==> config.mk <==
export PLATFORM = sky130hd
export DESIGN_NAME = uart_tx_arbiter
export DESIGN_NICKNAME = d
export VERILOG_FILES = /design/src/rtl/uart_tx_arbiter.sv
export SDC_FILE = /design/constraint.sdc
export NUM_CORES = 1
export LEC_CHECK = 0
export CORE_MARGIN = 3
export CORE_UTILIZATION = 47
export DETAILED_ROUTE_END_ITERATION = 7
export GPL_ROUTABILITY_DRIVEN = 1
export PLACE_DENSITY = 0.81
export SLEW_MARGIN = 30
export SYNTH_ARGS = -nofsm -noshare
export SYNTH_HDL_FRONTEND = slang
export SYNTH_SLANG_ARGS = --single-unit
==> constraint.sdc <==
create_clock -name i_clk -period 4.4 [get_ports i_clk]
set_clock_uncertainty 0.1 [all_clocks]
set_input_delay 1.32 -clock i_clk [delete_from_list [all_inputs] [get_ports i_clk]]
set_output_delay 1.32 -clock i_clk [all_outputs]
set_load 0.02 [all_outputs]
==> src/rtl/uart_tx_arbiter.sv <==
// uart_tx_arbiter: round-robin sharing of one UART transmitter between NUM_REQ valid/ready requesters with locked multi-byte messages.
// Ports: i_clk/i_rst clock and sync active-high reset; i_req_valid/i_req_data/i_req_last/o_req_ready per-requester handshake;
// o_TX_Data/o_TX_DataValid/i_busy UART transmitter side; o_grant/o_grant_idx current (or last) owner; o_timeout abort pulse.
module uart_tx_arbiter #(
  parameter int NUM_REQ       = 4,
  parameter int START_TIMEOUT = 64,
  parameter int LOCK_TIMEOUT  = 1024
) (
  input  logic                 i_clk,
  input  logic                 i_rst,
  input  logic [NUM_REQ-1:0]   i_req_valid,
  input  logic [8*NUM_REQ-1:0] i_req_data,
  input  logic [NUM_REQ-1:0]   i_req_last,
  output logic [NUM_REQ-1:0]   o_req_ready,
  output logic [7:0]           o_TX_Data,
  output logic                 o_TX_DataValid,
  input  logic                 i_busy,
  output logic [NUM_REQ-1:0]   o_grant,
  output logic [2:0]           o_grant_idx,
  output logic                 o_timeout
);
  localparam int TMAX = START_TIMEOUT > LOCK_TIMEOUT ? START_TIMEOUT : LOCK_TIMEOUT;
  localparam int CW = $clog2(TMAX);
  typedef enum logic [1:0] {IDLE, SEND, WAIT, HOLD} state_t;
  state_t state_q, state_d;
  logic [7:0] data_q, data_d;
  logic [NUM_REQ-1:0] grant_q, grant_d, sel_oh;
  logic [2:0] idx_q, idx_d, sel, nxt;
  logic lock_q, lock_d, to_q, to_d, found;
  logic [CW-1:0] cnt_q, cnt_d;
  logic [7:0] valid8, last8;
  logic [63:0] data64;
  logic [3:0] sum;
  assign valid8 = 8'(i_req_valid);
  assign last8 = 8'(i_req_last);
  assign data64 = 64'(i_req_data);
  // rotating priority: first valid requester after the most recent owner
  always_comb begin
    sel = idx_q;
    found = 1'b0;
    sum = '0;
    nxt = '0;
    for (int k = 1; k <= NUM_REQ; k++) begin
      sum = {1'b0, idx_q} + 4'(k);
      nxt = 3'(sum >= 4'(NUM_REQ) ? sum - 4'(NUM_REQ) : sum);
      if (!found && valid8[nxt]) begin
        found = 1'b1;
        sel = nxt;
      end
    end
  end
  assign sel_oh = NUM_REQ'(8'd1 << sel);
  assign o_req_ready = i_rst ? '0 :
                       (state_q == IDLE && found) ? sel_oh :
                       (state_q == HOLD) ? (i_req_valid & grant_q) : '0;
  always_comb begin
    state_d = state_q;
    data_d = data_q;
    grant_d = grant_q;
    idx_d = idx_q;
    lock_d = lock_q;
    to_d = 1'b0;
    case (state_q)
      IDLE: if (found) begin
        state_d = SEND;
        data_d = data64[{sel, 3'b000} +: 8];
        idx_d = sel;
        grant_d = sel_oh;
        lock_d = ~last8[sel];
      end
      SEND: if (i_busy) begin
        state_d = WAIT;
      end else if (cnt_q == CW'(START_TIMEOUT - 1)) begin
        state_d = IDLE;
        to_d = 1'b1;
        lock_d = 1'b0;
        grant_d = '0;
      end
      WAIT: if (!i_busy) begin
        state_d = lock_q ? HOLD : IDLE;
        grant_d = lock_q ? grant_q : '0;
      end
      HOLD: if (valid8[idx_q]) begin
        state_d = SEND;
        data_d = data64[{idx_q, 3'b000} +: 8];
        lock_d = ~last8[idx_q];
      end else if (cnt_q == CW'(LOCK_TIMEOUT - 1)) begin
        state_d = IDLE;
        to_d = 1'b1;
        lock_d = 1'b0;
        grant_d = '0;
      end
      default: state_d = IDLE;
    endcase
    cnt_d = (state_d != state_q) ? '0 : cnt_q + CW'(1);
  end
  always_ff @(posedge i_clk) begin
    if (i_rst) begin
      state_q <= IDLE;
      data_q <= '0;
      grant_q <= '0;
      idx_q <= 3'(NUM_REQ - 1);
      lock_q <= 1'b0;
      to_q <= 1'b0;
      cnt_q <= '0;
    end else begin
      state_q <= state_d;
      data_q <= data_d;
      grant_q <= grant_d;
      idx_q <= idx_d;
      lock_q <= lock_d;
      to_q <= to_d;
      cnt_q <= cnt_d;
    end
  end
  assign o_TX_Data = data_q;
  assign o_TX_DataValid = (state_q == SEND);
  assign o_grant = grant_q;
  assign o_grant_idx = idx_q;
  assign o_timeout = to_q;
endmodule

==> summary.md <==
| Metric | Value |
|---|---|
| Vias per cell | 5.78 |
| Max-slew violations | 0 |
| WL/cell | 16.6 um |
| Cell breakdown of the critical path | buf_8 -> buf_6 -> mux4_2 -> a21boi_4 -> buf_4 -> o41ai_4 -> nor2_1 -> a32oi_1 -> nor2_2 -> buf_6 |
| CTS tree | done |
| RePlAce Congestion | 0.886 |
| Fmax achieved | 0.219 GHz |
| Critical-path top delay cell | mux4_2 |
| Longest Clk Path Bufs | 2 |
| Grt ovf | 0 |
| Logic pwr share | 73.9% |
| First-pass GRT wire length | 10,000 um |
| Worst-path maximum fanout | 4 |
| Power Total | 2.36 mW |
| Initial DRC Count | 106 |
| Worst slew margin | 64.0% |
| Setup slack, reg-to-reg | 1080 ps |
| Sequential area share after synthesis | 28.6% |
| Initial antenna violation count | 0 |
| Tightest Pin Transition | 538 ps |
| CTS buffer count | 5 |
| Commonest non-fill, non-tap cell in the layout | clkdlybuf4s50_1 |
| Register share of total power | 15.8% |
| Leakage | 1.29 nW |
| Internal power | 1.35 mW |
| Die X | 71.7 um |
| Final net count | 373 |
| Syn Area/Cell | 8.64 um2 |
| Setup crit end kind | output port |
| Total power divided by cell area | 755 nW/um2 |
| H-tree levels | 2 |
| Final Hold Fails | 0 |
| Cts hold-fix bufs | 0 |
| CP delay by family, top | compound AO/OA/AOI/OAI gates |
| Clk root buf | clkbuf_8 |
| #FFs+latches synth | 29 |
| Post-route clock period utilization | 104% |
| Failing checks | setup timing |
| NetSw | 1.01 mW |
| Setup ws final | -167 ps |
| Ys Warns | 0 |
| Worst setup SP type | input port |
| Critical path buffer and inverter count | 4 |
| CP max stage delay | 500 ps |
| Worst Setup SP | i_req_valid[1] |
| Main synth FF type | dfxtp_1 |
| Syn Inst Count | 235 |
| Num rows | 23 |
| Critical path arrival | 3150 ps |
| # fillers | 290 |
| Core Area | 4090 um2 |
| Min Hold Slack | 358 ps |
| IO Pins | 64 |
| Status | finished, violations left |
| Die area | 5140 um2 |
| Worst r2r src | o_grant_idx[1] |
| Clk sinks | 29 |
| Fraction of layout cells with a size suffix above 1 | 25.3% |
| Vias in the first global route | 2,192 |
| Area Growth Syn to Fin | 54.3% |
| Antenna diodes | 0 |
| Initial Util | 49.7% |
| Cell area after synthesis | 2030 um2 |
| Antenna Nets Post-Route | 0 |
| RSZ-0062 raised after global routing | yes |
| Syn Nets | 281 |
| Routed via count | 2,184 |
| DPL Wire Length | 4410 um |
| Max-Cap Viols | 0 |
| Asr flop ratio synth | 0% |
| Clk pin slew, worst setup/hold paths | 60 ps |
| Post-synth EDFFs | 0 |
| Worst hold-check path type | reg2reg |
| Final setup viols | 4 |
| Setup Crit Path Kind | in2out |
| Pin count of the biggest net entering global routing | 18 |
| Final min period | 4570 ps |
| Die height | 71.7 um |
| First-pass iteration count of the detailed router | 4 |
| Final Routed Wirelength | 6270 um |
| Port Buffer Count | 63 |
| Min-delay src | cnt_q[0] |
| DRC Markers | 0 |
| Max rail drop VDD | 0.532 mV |
| Required @ worst endpoint | 2980 ps |
| Clock power frac | 10.3% |
| GRT Util Overall | 24.5% |
| Sw Share | 42.9% |
| Clock latency on the worst-skew pair | 270 ps |
| Most frequent cells in the layout | clkdlybuf4s50_1 (55), buf_4 (32), dfxtp_1 (29) |
| Most frequent CP cell | buf_6 |
| Netlist cell types | 58 |
==> worst reg2reg max path, delay by kind of cell, from the launching register on <==
family          cells  cell delay [ps]
mux                 2              810
simple gates        3              740
compound gates      2              500
buf+inv             3              360
fa+ha+maj           1              350
flops               1              340
==> worst paths after layout <==
kind	to	cells past startpoint
min	cnt_q[0]	1
max	o_req_ready[1]	10
min reg2reg	cnt_q[0]	1
max reg2reg	o_TX_Data[0]	11
==> flip-flops by register name (all words and copies together), names as in the netlist <==
signal,cells
lock_q,1
state_q,2
o_grant,4
cnt_q,10
o_TX_Data,8
o_timeout,1
o_grant_idx,3
==> what timing repair did <==
action,4_1_cts,5_1_grt
buffers inserted,6,0
setup endpoints to repair,4,4
pin swaps,12,8
gates resized for setup,61,8
==> Yosys cell counts (3+ instances only) <==
library cell	instances	area, um2
dfxtp_1	29	581
nand2_1	21	78.8
nor2_1	19	71.3
and3_1	14	87.6
mux2i_1	10	100
a21boi_0	9	67.6
o211ai_1	9	67.6
o21ai_0	9	45.0
a21oi_1	8	40.0
inv_1	8	30.0
nand3_1	8	40.0
nor2b_1	7	43.8
xnor2_1	7	61.3
and2_1	6	37.5
clkbuf_1	4	15.0
o32ai_1	4	35.0
a32oi_1	3	26.3
buf_2	3	15.0
buf_6	3	33.8
ha_1	3	37.5
mux4_2	3	67.6
nor3_1	3	15.0
==> power by group through the flow <==
stage / Combinational [mW] / Clock (mW) / Sequential, mW
global placement: 1.45 / 0 / 0.375
CTS: 1.65 / 0.245 / 0.373
detailed placement: 1.47 / 0 / 0.378
floorplan: 0.918 / 0 / 0.422
global route: 1.87 / 0.261 / 0.381
finish: 1.75 / 0.243 / 0.374
==> per-stage QoR <==
step	utilization (%)	instance area, um2	setup slack [ps]	setup TNS, ps	instances
2_1_floorplan	-	2040	-7.90	-7.90	235
3_5_place_dp	70.2	2870	-963	-3790	364
6_report	76.6	3130	-167	-524	378
3_3_place_gp	70.2	2870	-892	-3530	364
5_1_grt	76.6	3130	-227	-823	378
4_1_cts	75.8	3100	-106	-346	378
==> cell families after synthesis <==
group | after synthesis | synth area share (%)
AO/OA/AOI/OAI | 64 | 23.6
XOR/XNOR | 10 | 4.69
adder cells (fa/ha/maj) | 3 | 1.85
buffers and inverters | 20 | 5.18
flip-flops | 29 | 28.6
multiplexers | 18 | 12.7
AND/OR/NAND/NOR | 91 | 23.4
==> layer usage <==
metal	track usage [%]	wire length, um	part of all wire, %
met1	28.7	2620	42
met2	42.4	3190	51
met3	4.77	280	4.5
met4	11.9	185	3.0
met5	0	0	0
==> cell type report <==
type | count | area, um2 | area share, %
clock inverter | 1 | 5.00 | 0.160
inverter | 8 | 30.0 | 0.959
sequential | 29 | 581 | 18.5
tap | 50 | 62.6 | 2.00
clock buffer | 7 | 96.3 | 3.08
timing repair buffer | 97 | 913 | 29.2
multi-input combinational | 186 | 1440 | 46.1
(Power assumes the default switching activity.)
